<file path="config.mk">
export PLATFORM = sky130hd
export DESIGN_NAME = servo_pwm_capture
export DESIGN_NICKNAME = d
export VERILOG_FILES = /design/src/rtl/servo_pwm_pkg.sv /design/src/rtl/pwm_in_sync.sv /design/src/rtl/servo_pwm_capture.sv
export SDC_FILE = /design/constraint.sdc
export NUM_CORES = 1
export LEC_CHECK = 0
export ABC_AREA = 1
export ABC_CLOCK_PERIOD_IN_PS = 2100
export CORE_MARGIN = 2
export CORE_UTILIZATION = 40
export CTS_CLUSTER_DIAMETER = 150
export CTS_CLUSTER_SIZE = 28
export DETAILED_ROUTE_END_ITERATION = 7
export MAX_ROUTING_LAYER = met4
export PLACE_DENSITY = 0.7
export SKIP_CTS_REPAIR_TIMING = 1
export SLEW_MARGIN = 15
export SYNTH_ARGS = -nofsm -noshare
export SYNTH_HDL_FRONTEND = slang
export SYNTH_SLANG_ARGS = --single-unit
</file>
<file path="constraint.sdc">
create_clock -name clk -period 2.1 [get_ports clk]
set_input_delay 0.42 -clock clk [delete_from_list [all_inputs] [get_ports clk]]
set_output_delay 0.42 -clock clk [all_outputs]
set_load 0.02 [all_outputs]
</file>
<file path="src/rtl/servo_pwm_pkg.sv">
// Shared definitions for the servo feedback PWM capture block: register map,
// status/control bit positions and the measurement state encoding.
package servo_pwm_pkg;

  localparam logic [1:0] ADDR_WIDTH  = 2'd0;
  localparam logic [1:0] ADDR_PERIOD = 2'd1;
  localparam logic [1:0] ADDR_STATUS = 2'd2;
  localparam logic [1:0] ADDR_CTRL   = 2'd3;

  localparam int STAT_VALID    = 0;
  localparam int STAT_TIMEOUT  = 1;
  localparam int STAT_OVERFLOW = 2;
  localparam int STAT_LEVEL    = 3;

  localparam int CTRL_ENABLE = 0;
  localparam int CTRL_IRQ_EN = 1;

  typedef enum logic [1:0] {
    IDLE = 2'd0,
    HIGH = 2'd1,
    LOW  = 2'd2
  } capture_state_t;

endpackage

</file>
<file path="src/rtl/pwm_in_sync.sv">
// Pin conditioning for the PWM feedback input: 2-flop synchronizer, optional
// glitch filter (FILTER_LEN > 0, selected by SERVO_PWM_CAPTURE_FILTER_EN in the top) and edge pulses.
module pwm_in_sync #(
  parameter int FILTER_LEN = 0
) (
  input  logic clk,
  input  logic reset,
  input  logic pwm_in,
  output logic level,
  output logic rise,
  output logic fall
);

  logic sync0;
  logic sync1;
  logic filt;
  logic prev;

  always_ff @(posedge clk) begin
    if (reset) begin
      sync0 <= 1'b0;
      sync1 <= 1'b0;
      prev  <= 1'b0;
    end else begin
      sync0 <= pwm_in;
      sync1 <= sync0;
      prev  <= filt;
    end
  end

  if (FILTER_LEN > 0) begin : g_filter
    localparam int FW = (FILTER_LEN > 1) ? $clog2(FILTER_LEN) : 1;
    logic [FW-1:0] run_cnt;

    // The filtered level follows the synced pin only after FILTER_LEN
    // consecutive samples disagree with it; any agreement restarts the run.
    always_ff @(posedge clk) begin
      if (reset) begin
        filt    <= 1'b0;
        run_cnt <= '0;
      end else if (sync1 == filt) begin
        run_cnt <= '0;
      end else if (run_cnt == FW'(FILTER_LEN - 1)) begin
        filt    <= sync1;
        run_cnt <= '0;
      end else begin
        run_cnt <= run_cnt + 1'b1;
      end
    end
  end else begin : g_bypass
    assign filt = sync1;
  end

  assign level = sync1;
  assign rise  = filt & ~prev;
  assign fall  = ~filt & prev;

endmodule

</file>
<file path="src/rtl/servo_pwm_capture.sv">
// Avalon-MM servo feedback PWM capture: measures high time and period of pwm_in.
// Define SERVO_PWM_CAPTURE_FILTER_EN to insert a FILTER_LEN-sample glitch filter.
module servo_pwm_capture
  import servo_pwm_pkg::*;
#(
  parameter int CNT_W          = 24,
  parameter int TIMEOUT_CYCLES = 2500000,
  parameter int FILTER_LEN     = 4
) (
  input  logic        clk,
  input  logic        reset,
  input  logic [1:0]  avs_address,
  input  logic        avs_read,
  input  logic        avs_write,
  input  logic [31:0] avs_writedata,
  output logic [31:0] avs_readdata,
  input  logic        pwm_in,
  output logic        irq
);

`ifdef SERVO_PWM_CAPTURE_FILTER_EN
  localparam bit FILTER_EN = 1'b1;
`else
  localparam bit FILTER_EN = 1'b0;
`endif

  localparam logic [CNT_W-1:0] CNT_MAX     = '1;
  localparam logic [31:0]      TIMEOUT_VAL = 32'(TIMEOUT_CYCLES);

  logic level;
  logic rise;
  logic fall;

  capture_state_t   state;
  logic [CNT_W-1:0] cnt;
  logic [CNT_W-1:0] cnt_inc;
  logic [CNT_W-1:0] pend_w;
  logic [CNT_W-1:0] width_reg;
  logic [CNT_W-1:0] period_reg;
  logic [CNT_W-1:0] period_shadow;

  logic valid;
  logic timeout;
  logic overflow;
  logic enable;
  logic irq_en;

  logic        publish;
  logic        hit_timeout;
  logic        hit_overflow;
  logic [2:0]  status_clr;
  logic [31:0] read_mux;
  logic        unused_wdata;

  pwm_in_sync #(
    .FILTER_LEN(FILTER_EN ? FILTER_LEN : 0)
  ) u_sync (
    .clk   (clk),
    .reset (reset),
    .pwm_in(pwm_in),
    .level (level),
    .rise  (rise),
    .fall  (fall)
  );

  // Hardware flag events, shared by the measurement FSM and the status
  // register so that a same-cycle software clear can lose to them.
  always_comb begin
    cnt_inc      = (cnt == CNT_MAX) ? cnt : cnt + 1'b1;
    publish      = 1'b0;
    hit_timeout  = 1'b0;
    hit_overflow = 1'b0;
    if (enable) begin
      case (state)
        HIGH: begin
          hit_timeout  = !fall && (32'(cnt) == TIMEOUT_VAL);
          hit_overflow = !hit_timeout && (cnt == CNT_MAX);
        end
        LOW: begin
          publish      = rise;
          hit_timeout  = !rise && (32'(cnt) == TIMEOUT_VAL);
          hit_overflow = !rise && !hit_timeout && (cnt == CNT_MAX);
        end
        default: ;
      endcase
    end
  end

  // Measurement FSM: a period runs rise-to-rise, the width is parked in pend_w
  // at the falling edge and both are published together at the next rise.
  always_ff @(posedge clk) begin
    if (reset) begin
      state      <= IDLE;
      cnt        <= '0;
      pend_w     <= '0;
      width_reg  <= '0;
      period_reg <= '0;
    end else if (!enable) begin
      state <= IDLE;
      cnt   <= '0;
    end else begin
      case (state)
        IDLE: begin
          if (rise) begin
            state <= HIGH;
            cnt   <= CNT_W'(1);
          end else begin
            cnt <= '0;
          end
        end
        HIGH: begin
          if (fall) begin
            pend_w <= cnt;
            state  <= LOW;
            cnt    <= cnt_inc;
          end else if (hit_timeout) begin
            state <= IDLE;
            cnt   <= '0;
          end else begin
            cnt <= cnt_inc;
          end
        end
        LOW: begin
          if (publish) begin
            width_reg  <= pend_w;
            period_reg <= cnt;
            state      <= HIGH;
            cnt        <= CNT_W'(1);
          end else if (hit_timeout) begin
            state <= IDLE;
            cnt   <= '0;
          end else begin
            cnt <= cnt_inc;
          end
        end
        default: begin
          state <= IDLE;
          cnt   <= '0;
        end
      endcase
    end
  end

  always_comb begin
    status_clr = '0;
    if (avs_write && (avs_address == ADDR_STATUS)) begin
      status_clr[STAT_VALID]    = avs_writedata[STAT_VALID];
      status_clr[STAT_TIMEOUT]  = avs_writedata[STAT_TIMEOUT];
      status_clr[STAT_OVERFLOW] = avs_writedata[STAT_OVERFLOW];
    end
  end

  always_comb begin
    read_mux = '0;
    case (avs_address)
      ADDR_WIDTH:  read_mux = 32'(width_reg);
      ADDR_PERIOD: read_mux = 32'(period_shadow);
      ADDR_STATUS: begin
        read_mux[STAT_VALID]    = valid;
        read_mux[STAT_TIMEOUT]  = timeout;
        read_mux[STAT_OVERFLOW] = overflow;
        read_mux[STAT_LEVEL]    = level;
      end
      default: begin
        read_mux[CTRL_ENABLE] = enable;
        read_mux[CTRL_IRQ_EN] = irq_en;
      end
    endcase
  end

  // Register file. Reading WIDTH captures the PERIOD that belongs with it, so
  // a WIDTH/PERIOD read pair is never split across an update.
  always_ff @(posedge clk) begin
    if (reset) begin
      valid         <= 1'b0;
      timeout       <= 1'b0;
      overflow      <= 1'b0;
      enable        <= 1'b0;
      irq_en        <= 1'b0;
      period_shadow <= '0;
      avs_readdata  <= '0;
    end else begin
      valid    <= (valid    & ~status_clr[STAT_VALID])    | publish;
      timeout  <= (timeout  & ~status_clr[STAT_TIMEOUT])  | hit_timeout;
      overflow <= (overflow & ~status_clr[STAT_OVERFLOW]) | hit_overflow;
      if (avs_write && (avs_address == ADDR_CTRL)) begin
        enable <= avs_writedata[CTRL_ENABLE];
        irq_en <= avs_writedata[CTRL_IRQ_EN];
      end
      if (avs_read) begin
        avs_readdata <= read_mux;
        if (avs_address == ADDR_WIDTH) begin
          period_shadow <= period_reg;
        end
      end
    end
  end

  assign irq          = valid & irq_en;
  assign unused_wdata = ^avs_writedata[31:3];

endmodule

</file>
Word level (Yosys, flattened, before mapping):

Index checks and enable logic that the tools add are counted.

* add/sub/neg operators: 1
* eq/ne operators: 8
* mux-type cells: 21
* bitwise gates (word level): 15
* reductions and logical operators: 17

Operators by type and width (number)
* $mux 24: 4
* $pmux 24 s3: 1
* $pmux 20 s2: 1
* $add 24x1->24 const B: 1
* $eq 24x22->1 const B: 1
* $eq 24x24->1 const B: 1
* $pmux 2 s3: 3
* $mux 2: 4
* $logic_and 1x1->1: 7
* $and 1x1->1: 6
* $eq 2x2->1 const B: 3
* $not 1->1: 6
* $reduce_and 3->1: 2
* $mux 1: 5
* $eq 2x1->1 const B: 2
* $logic_not 1->1: 4
* $logic_not 2->1: 2
* $pmux 1 s2: 2
* $mux 3: 1
* $or 1x1->1: 3
* $ne 2x2->1 const B: 1
* $reduce_and 2->1: 1
* $reduce_or 2->1: 1

* flip-flop bits (word level): 162
* bits of input ports: 39
* output and inout port bits: 33
* logic and storage cells: 77

Logic depth before layout (Yosys ltp):

Gate-level depths: netlist of the first run.

* depth after elaboration: 10
* mapped depth: 12
* mapped depth without buffers: 11

Hierarchy:

From an unflattened synthesis of the first run, not the netlist that was laid out.

* cell total of the unflattened synthesis: 882
* area total of the unflattened synthesis: 6516.2 µm²

By module, submodules not included
* servo_pwm_capture: times used 1, cells each 870, area each 6422.4 µm², sequential area each 3022.9 µm²
* pwm_in_sync: times used 1, cells each 12, area each 93.8 µm², sequential area each 60.1 µm²

Least setup slack after synthesis of the first run:

No wires, ideal clock.

* path kind: reg2reg
* start: register state[1]
* end: register cnt[21]
* library setup time: 0.123 ns
* data arrival time: 1.492 ns
* required time: 1.977 ns
* slack: 0.485 ns
* stages on the path, launching flop included: 11
* path buffers: 1
* period minus slack after synthesis: 1.615 ns
* cell sequence: dfxtp_1 -> inv_1 -> ha_1 -> nand2_1 -> nor3_1 -> nand3_1 -> nand2_1 -> nand2_2 -> nand2_2 -> buf_6 -> a21oi_1

* longest elaborated chain between the ends: 6
* elaborated cells between the ends (all ways): 11
* classes of those cells: 2 x eq/ne; 8 x mux; 1 x reduce/logical

Ends and longest elaborated chain
* from (decl): RTL line servo_pwm_capture.sv:34 `capture_state_t state;`
* from (signal assigned): RTL line servo_pwm_capture.sv:93 `state <= IDLE;`
* from (signal assigned): RTL line servo_pwm_capture.sv:99 `state <= IDLE;`
* from (signal assigned): RTL line servo_pwm_capture.sv:105 `state <= HIGH;`
* $eq 2x2->1 or $eq 2x1->1 (tied branches): RTL line servo_pwm_capture.sv:74, servo_pwm_capture.sv:102
* $pmux 1 s2: RTL line servo_pwm_capture.sv:74 `case (state)`
* $mux 1: RTL line servo_pwm_capture.sv:73 `if (enable) begin`
* $mux 24: RTL line servo_pwm_capture.sv:116, servo_pwm_capture.sv:129
* $mux 24 (on tied branches): RTL line servo_pwm_capture.sv:124, servo_pwm_capture.sv:112
* $pmux 24 s3 *: RTL line servo_pwm_capture.sv:102 `case (state)`
* to (signal assigned): RTL line servo_pwm_capture.sv:115 `cnt <= cnt_inc;`
* to (signal assigned): RTL line servo_pwm_capture.sv:120 `cnt <= cnt_inc;`
* to (signal assigned): RTL line servo_pwm_capture.sv:133 `cnt <= cnt_inc;`
* to (decl): RTL line servo_pwm_capture.sv:35 `logic [CNT_W-1:0] cnt;`

Mark *: on every way between the ends. The rest lies on a longest branch, timed or not.
A chain may end at the register's enable or synchronous reset.

Final worst setup path of the first run:

* start: register cnt[1]
* end: register cnt[18]

* longest elaborated chain between the ends: 7
* elaborated cells between the ends (all ways): 12
* classes of those cells: 1 x add/sub; 2 x eq/ne; 7 x mux; 2 x reduce/logical

Ends and longest elaborated chain (RTL line)
* parallel branches: the longest is 6 deep, another holds $add 24x1->24
* $pmux 24 s3 *: servo_pwm_capture.sv:102

Every way passes the cells marked *.

==> results.json, run 1 <==
{
  "seq_area_sq_mm": 0.00308,
  "antenna_found_initial": 0,
  "rows": 46,
  "yosysUniqueCellTypes": 35,
  "drt_pass1_iterations": 5,
  "diodes": 0,
  "p_leak_nw": 3.07,
  "endpoint_kind": "flop",
  "setup_violations": 0,
  "fin_crit_ps": 1940,
  "crit_start": "cnt[1]$_SDFF_PP0_",
  "dieArea_sq_mm": 0.0172,
  "synthTopCellsByCount": "dfxtp_1, o21ai_0, inv_1, nand2_1, a21oi_1",
  "drtIter0Drc": 346,
  "hold_viol_final": 0,
  "switchingPower_w": 0.00133,
  "cp_data_required_time_ps": 2410,
  "fp.dieH_microns": 131,
  "fp.dieW_microns": 131,
  "drc": 0,
  "cts.clk_slew.worst_paths_ps": 60,
  "final_cells": 1128,
  "gp_congestion": 0.928,
  "place_inst": 1097,
  "seq_area_frac_synth_pct": 47.8,
  "finalWirelength_mm": 14.4,
  "vias_per_cell": 4.90,
  "wl_per_cell_microns": 12.8,
  "crit_arrival_ps": 2240,
  "drtAntennaViolNets": 0,
  "final_nets": 945,
  "tightest_slew_ps": 519,
  "place_ws_ps": -1.54,
  "rsz0062_at_grt": "no",
  "io_buffers": 34,
  "syn_to_final_growth_pct": 17.8,
  "power_density_mw_per_mm2": 787,
  "initial_core_util_pct": 40.8,
  "relSlewSlack_pct": 65.4,
  "power.internal_w": 0.00466,
  "ir_drop_v": 0.000431,
  "syn_inst": 869,
  "fin_crit_sh_pct": 92.3,
  "yosysWarningCount": 0,
  "async_flop_share_pct": 0,
  "worst-setup-path-type": "reg2reg",
  "power_w": 0.00599,
  "num_vias": 5531,
  "skew_ps": 11.9,
  "synth.area.top_cells": "dfxtp_1, o21ai_0, a21oi_1, inv_1, nand2_1",
  "status": "complete, no violations",
  "grt_pass1_vias": 5026,
  "start_kind": "flop",
  "fmax_mhz": 516,
  "worstPathMaxFanout": 22,
  "clk_latency_ps": 420,
  "numCtsBuffers": 17,
  "comb_power_share_pct": 3.8,
  "whs_ps": 412,
  "synth.avg_cell_area_sq_um": 7.43,
  "ff2ff_setup_slack_ps": 160,
  "clkPwrFrac_pct": 46.6,
  "hold_class": "reg2reg",
  "setup_ws_ps": 163,
  "cts.sinks": 154,
  "drive_gt1_share_pct": 7.46,
  "rr_worst_depth": 12,
  "yosysMostFrequentCell": "dfxtp_1",
  "swShare_pct": 22.2,
  "ys_ff_latch": 154,
  "grt_max_degree": 61,
  "post-route-util_pct": 48.1,
  "io_pins": 72,
  "regToRegStartpoint": "cnt[1]$_SDFF_PP0_",
  "reg2reg_to": "cnt[18]$_SDFF_PP0_",
  "p_seq_share_pct": 49.6,
  "maxCapViolations": 0,
  "fill_cells": 1547,
  "synth_edf_count": 0,
  "crit_path_end": "cnt[18]$_SDFF_PP0_",
  "coreArea_sq_mm": 0.0158,
  "drv_slew": 0,
  "grt_overflow": 0,
  "post-synth-top-area-cell": "dfxtp_1",
  "grt_pass1_wl_mm": 24.1,
  "multiInputGateArea_sq_mm": 0.00272,
  "post-dp-hpwl_mm": 9.98,
  "synth_top_area_share_pct": 47.8,
  "cts_tree": "done",
  "synthFlopType": "dfxtp_1",
  "syn-cell-area_sq_mm": 0.00645,
  "clockBufferDepth": 2,
  "cts_root_buf": "clkbuf_16",
  "cts_htree_levels": 4,
  "gr-usage-all-layers_pct": 18.3
}
-- cell families (layout without fill, tap and decap cells) --
logic type / after synthesis / after routing / synth area share, %
AND/OR/NAND/NOR: 274 / 274 / 18.3
AO/OA/AOI/OAI: 255 / 255 / 20.6
adder cells (fa/ha/maj): 6 / 6 / 1.16
other: 1 / 8 / 0.0581
flip-flops: 154 / 154 / 47.8
buffers and inverters: 168 / 204 / 10.6
XOR/XNOR: 11 / 11 / 1.49
-- routing by layer --
metal | up-vias | GRT usage (%) | wire, microns
met5 | - | - | 0
met3 | 22 | 4.64 | 530
met1 | 2519 | 23.3 | 6960
li1 | 2869 | - | -
met2 | 121 | 28.4 | 6670
met4 | 0 | 5.94 | 234
-- cell type report --
| cell class | count | area share, % |
|---|---|---|
| inverter | 117 | 5.81 |
| tap | 216 | 3.55 |
| clock buffer | 21 | 5.79 |
| clock inverter | 10 | 1.27 |
| timing repair buffer | 56 | 7.30 |
| multi-input combinational | 554 | 35.7 |
| sequential | 154 | 40.5 |
-- worst min path at each step --
stage / start / to / slack (ps) / cells past startpoint
5_1_grt: u_sync.sync0$_SDFF_PP0_ / u_sync.level$_SDFF_PP0_ / 440 / 2
4_1_cts: u_sync.sync0$_SDFF_PP0_ / u_sync.level$_SDFF_PP0_ / 410 / 2
6_report: u_sync.sync0$_SDFF_PP0_ / u_sync.level$_SDFF_PP0_ / 410 / 2
3_5_place_dp: u_sync.sync0$_SDFF_PP0_ / u_sync.level$_SDFF_PP0_ / 410 / 2
3_3_place_gp: u_sync.sync0$_SDFF_PP0_ / u_sync.level$_SDFF_PP0_ / 390 / 2
2_1_floorplan: u_sync.sync0$_SDFF_PP0_ / u_sync.level$_SDFF_PP0_ / 390 / 2
-- critical path, stage by stage, from the launching register on --
cell     delay (ps)
dfxtp_1         330
inv_1           130
ha_1            220
nand3_1          90
nor2_1          240
nand2_1         100
nor2_2          130
nand3_1          80
nand2_1         120
nand2_2          80
nand2_2          80
buf_12          160
nor2_1           60
-- power groups by stage --
stage | sequential (W) | combinational [W] | clock (W)
after global routing | 0.00297 | 0.000256 | 0.00297
after detailed placement | 0.00303 | 0.000228 | 0
after global placement | 0.00303 | 0.000226 | 0
after CTS | 0.00297 | 0.000229 | 0.00283
after floorplan | 0.00303 | 0.000150 | 0
final | 0.00297 | 0.000228 | 0.00279
-- metrics by stage --
step / instance area (sq um) / TNS, ps
after floorplan: 6480 / 0
after global placement: 7070 / 0
after detailed placement: 7070 / -1.54
after CTS: 7600 / 0
after global routing: 7610 / 0
final: 7610 / 0
-- layout by cell type (no fill, tap or decap), drive strengths merged, types with 2 or more instances in the layout --
master / n
dfxtp: 154
o21ai: 136
inv: 119
nand2: 109
a21oi: 102
nor2: 98
clkdlybuf4s50: 34
nand3: 31
nor3: 28
buf: 22
clkbuf: 21
xor2: 9
conb: 8
o211ai: 7
ha: 6
nand4: 6
clkinvlp: 4
clkinv: 3
a22o: 2
a221oi: 2
xnor2: 2
No activity file was read; power rests on OpenSTA's default activity.
==> run 2, diff against run 1 <==
--- a/config.mk
+++ b/config.mk
@@ -12,8 +12,10 @@
 export CTS_CLUSTER_DIAMETER = 150
 export CTS_CLUSTER_SIZE = 28
 export DETAILED_ROUTE_END_ITERATION = 7
+export GPL_TIMING_DRIVEN = 0
 export MAX_ROUTING_LAYER = met4
 export PLACE_DENSITY = 0.7
+export SETUP_SLACK_MARGIN = 0.3
 export SKIP_CTS_REPAIR_TIMING = 1
 export SLEW_MARGIN = 15
 export SYNTH_ARGS = -nofsm -noshare
==> results.json, run 2 (synthesized netlist as in run 1, its figures left out) <==
{
  "status": "complete, no violations",
  "final_nets": 994,
  "setup_tns_ps": 0,
  "crit_buf_inv": 4,
  "hold_class": "reg2reg",
  "initial_core_util_pct": 40.8,
  "cts_tree": "done",
  "cts.sinks": 154,
  "final_cell_mix": "dfxtp_1, o21ai_0, inv_1, nand2_1, a21oi_1",
  "fmax_mhz": 576,
  "clockBufferDepth": 2,
  "min_from": "u_sync.sync0$_SDFF_PP0_",
  "drtIter0Drc": 598,
  "whs_ps": 403,
  "fin_crit_sh_pct": 82.7,
  "crit_arrival_ps": 2040,
  "rows": 46,
  "cts.clk_slew.worst_paths_ps": 60,
  "num_vias": 6018,
  "gp_congestion": 0.987,
  "crit_path_end": "period_shadow[2]$_SDFFE_PP0P_",
  "drc": 0,
  "rr_worst_depth": 12,
  "hold_viol_final": 0,
  "dieArea_sq_mm": 0.0172,
  "grt_pass1_wl_mm": 27.6,
  "vias_per_cell": 5.11,
  "p_leak_nw": 3.81,
  "numCtsBuffers": 17,
  "drive_gt1_share_pct": 15.6,
  "place_area_sq_mm": 0.00709,
  "regToRegStartpoint": "cnt[0]$_SDFF_PP0_",
  "syn_to_final_growth_pct": 26.5,
  "grt_max_degree": 17,
  "diodes": 0,
  "post-dp-hpwl_mm": 12.3,
  "maxCapViolations": 0,
  "crit_start": "avs_address[1]",
  "crit_cells": 8,
  "fp.dieW_microns": 131,
  "cts_htree_levels": 4,
  "layout_commonest_cell": "dfxtp_1",
  "reg2reg_to": "cnt[18]$_SDFF_PP0_",
  "fin_crit_ps": 1740,
  "fp.dieH_microns": 131,
  "cpPeakStageDelay_ps": 470,
  "path_delay_family": "buffers and inverters",
  "antenna_found_initial": 0,
  "ff2ff_setup_slack_ps": 370,
  "grt_pass1_vias": 5462,
  "endpoint_kind": "flop",
  "finalWirelength_mm": 17.6,
  "worstPathMaxFanout": 10,
  "path_cells": "clkdlybuf4s50_1 -> nor2_2 -> inv_1 -> nor2_4 -> inv_2 -> clkbuf_2 -> o21ai_0 -> a21oi_1",
  "skew_ps": 11.0,
  "gr-usage-all-layers_pct": 21.3,
  "drt_pass1_iterations": 5,
  "ir_drop_v": 0.000561,
  "drv_slew": 0,
  "cp_data_required_time_ps": 2400,
  "fill_cells": 1464,
  "coreArea_sq_mm": 0.0158,
  "stdcell_area_sq_mm": 0.00816,
  "worst-setup-path-type": "in2reg",
  "start_kind": "primary input",
  "setup_violations": 0,
  "clk_latency_ps": 430,
  "rsz0062_at_grt": "no",
  "power_density_mw_per_mm2": 796,
  "grt_overflow": 0,
  "wl_per_cell_microns": 14.9,
  "io_buffers": 34,
  "io_pins": 72,
  "cpMaxStageDelayCell": "clkdlybuf4s50_1",
  "drtAntennaViolNets": 0,
  "cts_root_buf": "clkbuf_16"
}
[run 2: cell count changes in the layout (fill, tap and decap cells not counted), sizes merged]
cell           delta
inv               -2
clkinvlp          -1
bufinv            +3
clkbuf           +34
dlymetal6s2s     +26
clkdlybuf4s50    -26
buf              +15
[run 2: cell type report]
class	count	area (sq um)	share of cell area (%)
Timing Repair Buffer	54	573	7.02
Inverter	117	454	5.56
Buffer	51	287	3.51
Tap cell	216	270	3.31
Multi-Input combinational cell	554	2840	34.8
Clock buffer	21	470	5.76
Clock inverter	10	164	2.01
Sequential cell	154	3100	38.0
[run 2: worst min path at each step]
stage	to	slack, ps	cells past startpoint
floorplan	u_sync.level$_SDFF_PP0_	390	2
global placement	u_sync.level$_SDFF_PP0_	400	2
detailed placement	u_sync.level$_SDFF_PP0_	400	2
CTS	u_sync.level$_SDFF_PP0_	410	2
global route	u_sync.level$_SDFF_PP0_	430	2
finish	u_sync.level$_SDFF_PP0_	400	2
[run 2: where the power goes]
group / switching (W) / total (W) / internal (W)
clock network: 0.00119 / 0.00327 / 0.00208
logic: 0.000174 / 0.000261 / 0.0000875
registers: 0.0000135 / 0.00296 / 0.00295
total: 0.00138 / 0.00650 / 0.00512
[run 2: metrics by stage]
stage	utilization, %	setup slack (ps)	total power (W)	std cells
finish	51.6	364	0.00650	1177
global route	51.6	242	0.00670	1177
CTS	48.8	-30.1	0.00653	1157
detailed placement	44.8	-270	0.00328	1126
global placement	44.8	-240	0.00327	1126
floorplan	-	485	0.00318	876
[run 2: layer usage]
layer  part of all wire (%)  GRT usage [%]  vias up
li1                       -              -     2994
met1                     44           26.8     2777
met2                     48           34.3      213
met5                      0              -        -
met4                    2.2           7.88        0
met3                    5.7           3.87       34
[run 2: worst min-delay path, stage by stage, from the launching register on]
cell	delay [ps]
dfxtp_1	300
inv_1	40
nor2_1	30
==> RTL change: new RTL, settings of run 1 <==
Build with the macro `SERVO_PWM_CAPTURE_FILTER_EN` defined.
--- a/src/rtl/servo_pwm_capture.sv
+++ b/src/rtl/servo_pwm_capture.sv
@@ -1,5 +1,7 @@
 // Avalon-MM servo feedback PWM capture: measures high time and period of pwm_in.
 // Define SERVO_PWM_CAPTURE_FILTER_EN to insert a FILTER_LEN-sample glitch filter.
+`define SERVO_PWM_CAPTURE_FILTER_EN
+
 module servo_pwm_capture
   import servo_pwm_pkg::*;
 #(
Behaviour: not the same (a bounded check fails within 10 cycles, from zero or initial values and one cycle with reset high).
==> RTL change against run 1 <==
Synthesized area up 2.7%; wire length is 2.3% higher; sequential cell count up 3; critical path depth decreased by 9; fmax rose by 1.7%; core utilization shrank 0.87 points; global-route usage shrank 0.47 points; total power increased by 1.3%; setup slack improved by 0.032 ns; design area increased by 1.8%; sequential share of layout area grew 0.062 points.
==> RTL change: results (changes against run 1) <==
Drt
  • Via count: 5545 (+0.25%)
  • Starting DRT DRC Count: 426 (+23%)
  • Final WL: 14.72 mm (+2.3%)
  • Routed wire per std cell: 12.88 µm (+0.96%)

Cells and area
  • Nets@finish: 956 (+1.2%)
  • Share of layout cells above drive strength 1: 0.08342 (+0.008862)

Global route
  • First-pass GRT wire length: 24.78 mm (+2.7%)
  • GRT Total Usage: 0.1781 (-0.004697)
  • Initial antenna violation count: 0 (unchanged)
  • Vias in the first global route: 5102 (+1.5%)
  • Largest net degree at the start of global routing: 121 (+98%)

Worst hold path
  • Hold Path Class: reg2reg
  • Hold Crit Start: u_sync.sync0$_SDFF_PP0_
  • Hold EP: u_sync.level$_SDFF_PP0_

STA
  • Worst-Margin Slew: 0.5366 ns (+0.01755 ns)
  • Clock Skew: 0.01280 ns (+0.0008623 ns)

Yosys
  • Compound-gate portion of the synthesized area: 0.1911 (-0.01477)
  • Synth Area in XOR/XNOR: 0.01454 (-0.0003861)
  • Synth top area cells: dfxtp_1 47%, o21ai_0 10%, a21oi_1 7.5%, nand2_1 6.1%, inv_1 5.8%
  • Gate Count Post-Synth: 887 (+2.1%)
  • Synth Area in Adders: 0.01322 (+0.001587)
  • Unique masters post-synth: 36 (+2.9%)
  • Warnings, synthesis: 0 (unchanged)
  • Commonest cells post-synth: 157 x dfxtp_1, 137 x o21ai_0, 107 x nand2_1
  • Seq/Total Area, Yosys: 0.4743 (-0.003292)
  • Fraction of registers with async set/reset: 0 (unchanged)
  • Mux cell area share after synthesis: 0 (unchanged)
  • Post-synth EDFFs: 0 (unchanged)

Clock tree
  • CTS Root Cell: clkbuf_16
  • CTS Buf Count: 17 (unchanged)
  • # H-tree levels: 4 (unchanged)

Setup path
  • Reg2reg start: cnt[0]$_SDFF_PP0_
  • Reg2Reg Depth: 10 (-2)
  • Worst Setup EP: irq
  • Worst R2R Setup Slack: 0.24 ns (+0.08 ns)
  • Arr. time, crit path: 1.49 ns (-0.75 ns)
  • Critical path peak fanout: 3 (-86%)
  • Worst reg2reg path endpoint: cnt[1]$_SDFF_PP0_
  • Worst Setup SP: valid$_SDFF_PP0_

Placed design
  • Placed cells: 1111 (+1.3%)
  • Cell Area, Placed: 0.007193 mm² (+1.8%)
  • HPWL Detailed: 10.08 mm (+1.0%)
  • Placer Congestion: 0.9388 (+1.2%)

Power and ir drop
  • Leakage: 2.999 nW (-2.3%)
  • Peak VDD IR: 512.5 µV (+19%)

Outcome
  • Status: complete, no violations
RTL change: area by class of cell:
| cell class | count | area, µm² |
|---|---|---|
| Clock buffer | 18 | 439.2 |
| Sequential cell | 157 | 3143 |
| Fill cell | 1596 | 8665 |
| Inverter | 108 | 405.4 |
| Tap cell | 220 | 275.3 |
| Timing Repair Buffer | 49 | 515.5 |
| Clock inverter | 14 | 110.1 |
| Multi-Input combinational cell | 577 | 2854 |
RTL change: per-stage QoR:
step | power (mW) | setup slack (ns) | util | hold WS (ns)
3_3_place_gp | 3.300 | 0.2002 | 0.4384 | 0.3960
3_5_place_dp | 3.304 | 0.1773 | 0.4384 | 0.3973
6_report | 6.067 | 0.1942 | 0.4719 | 0.4070
2_1_floorplan | 3.237 | 0.5222 | - | 0.3883
4_1_cts | 6.124 | 0.1808 | 0.4719 | 0.4070
5_1_grt | 6.284 | 0.02313 | 0.4719 | 0.4162
RTL change: worst max-delay path: stages (launching register included):
cell	delay, ns
dfxtp_1	0.37
nand2_1	0.07
inv_1	0.04
clkdlybuf4s50_1	0.59
RTL change: kinds of logic (layout without fill, tap and decap cells):
logic type,after synthesis,after routing
and+or+nand+nor,304,304
xor gates and xnor gates,11,11
buffers and inverters,160,189
other,1,8
adders and majority gates,7,7
DFF,157,157
AOI/OAI and AO/OA,247,247
RTL change: power by group:
| part | internal (mW) | switching [mW] | leakage (nW) | total (mW) |
|---|---|---|---|---|
| Combinational | 0.0738 | 0.139 | 1.46 | 0.213 |
| Clock | 1.57 | 1.27 | 0.271 | 2.83 |
| Sequential | 3.01 | 0.0132 | 1.27 | 3.02 |
RTL change: routing by layer:
metal	global-route usage	vias up	wire, µm
met5	-	-	0
met2	0.2844	89	6881
met4	0.05078	0	173
met3	0.03563	15	572
li1	-	2939	-
met1	0.2296	2502	7091
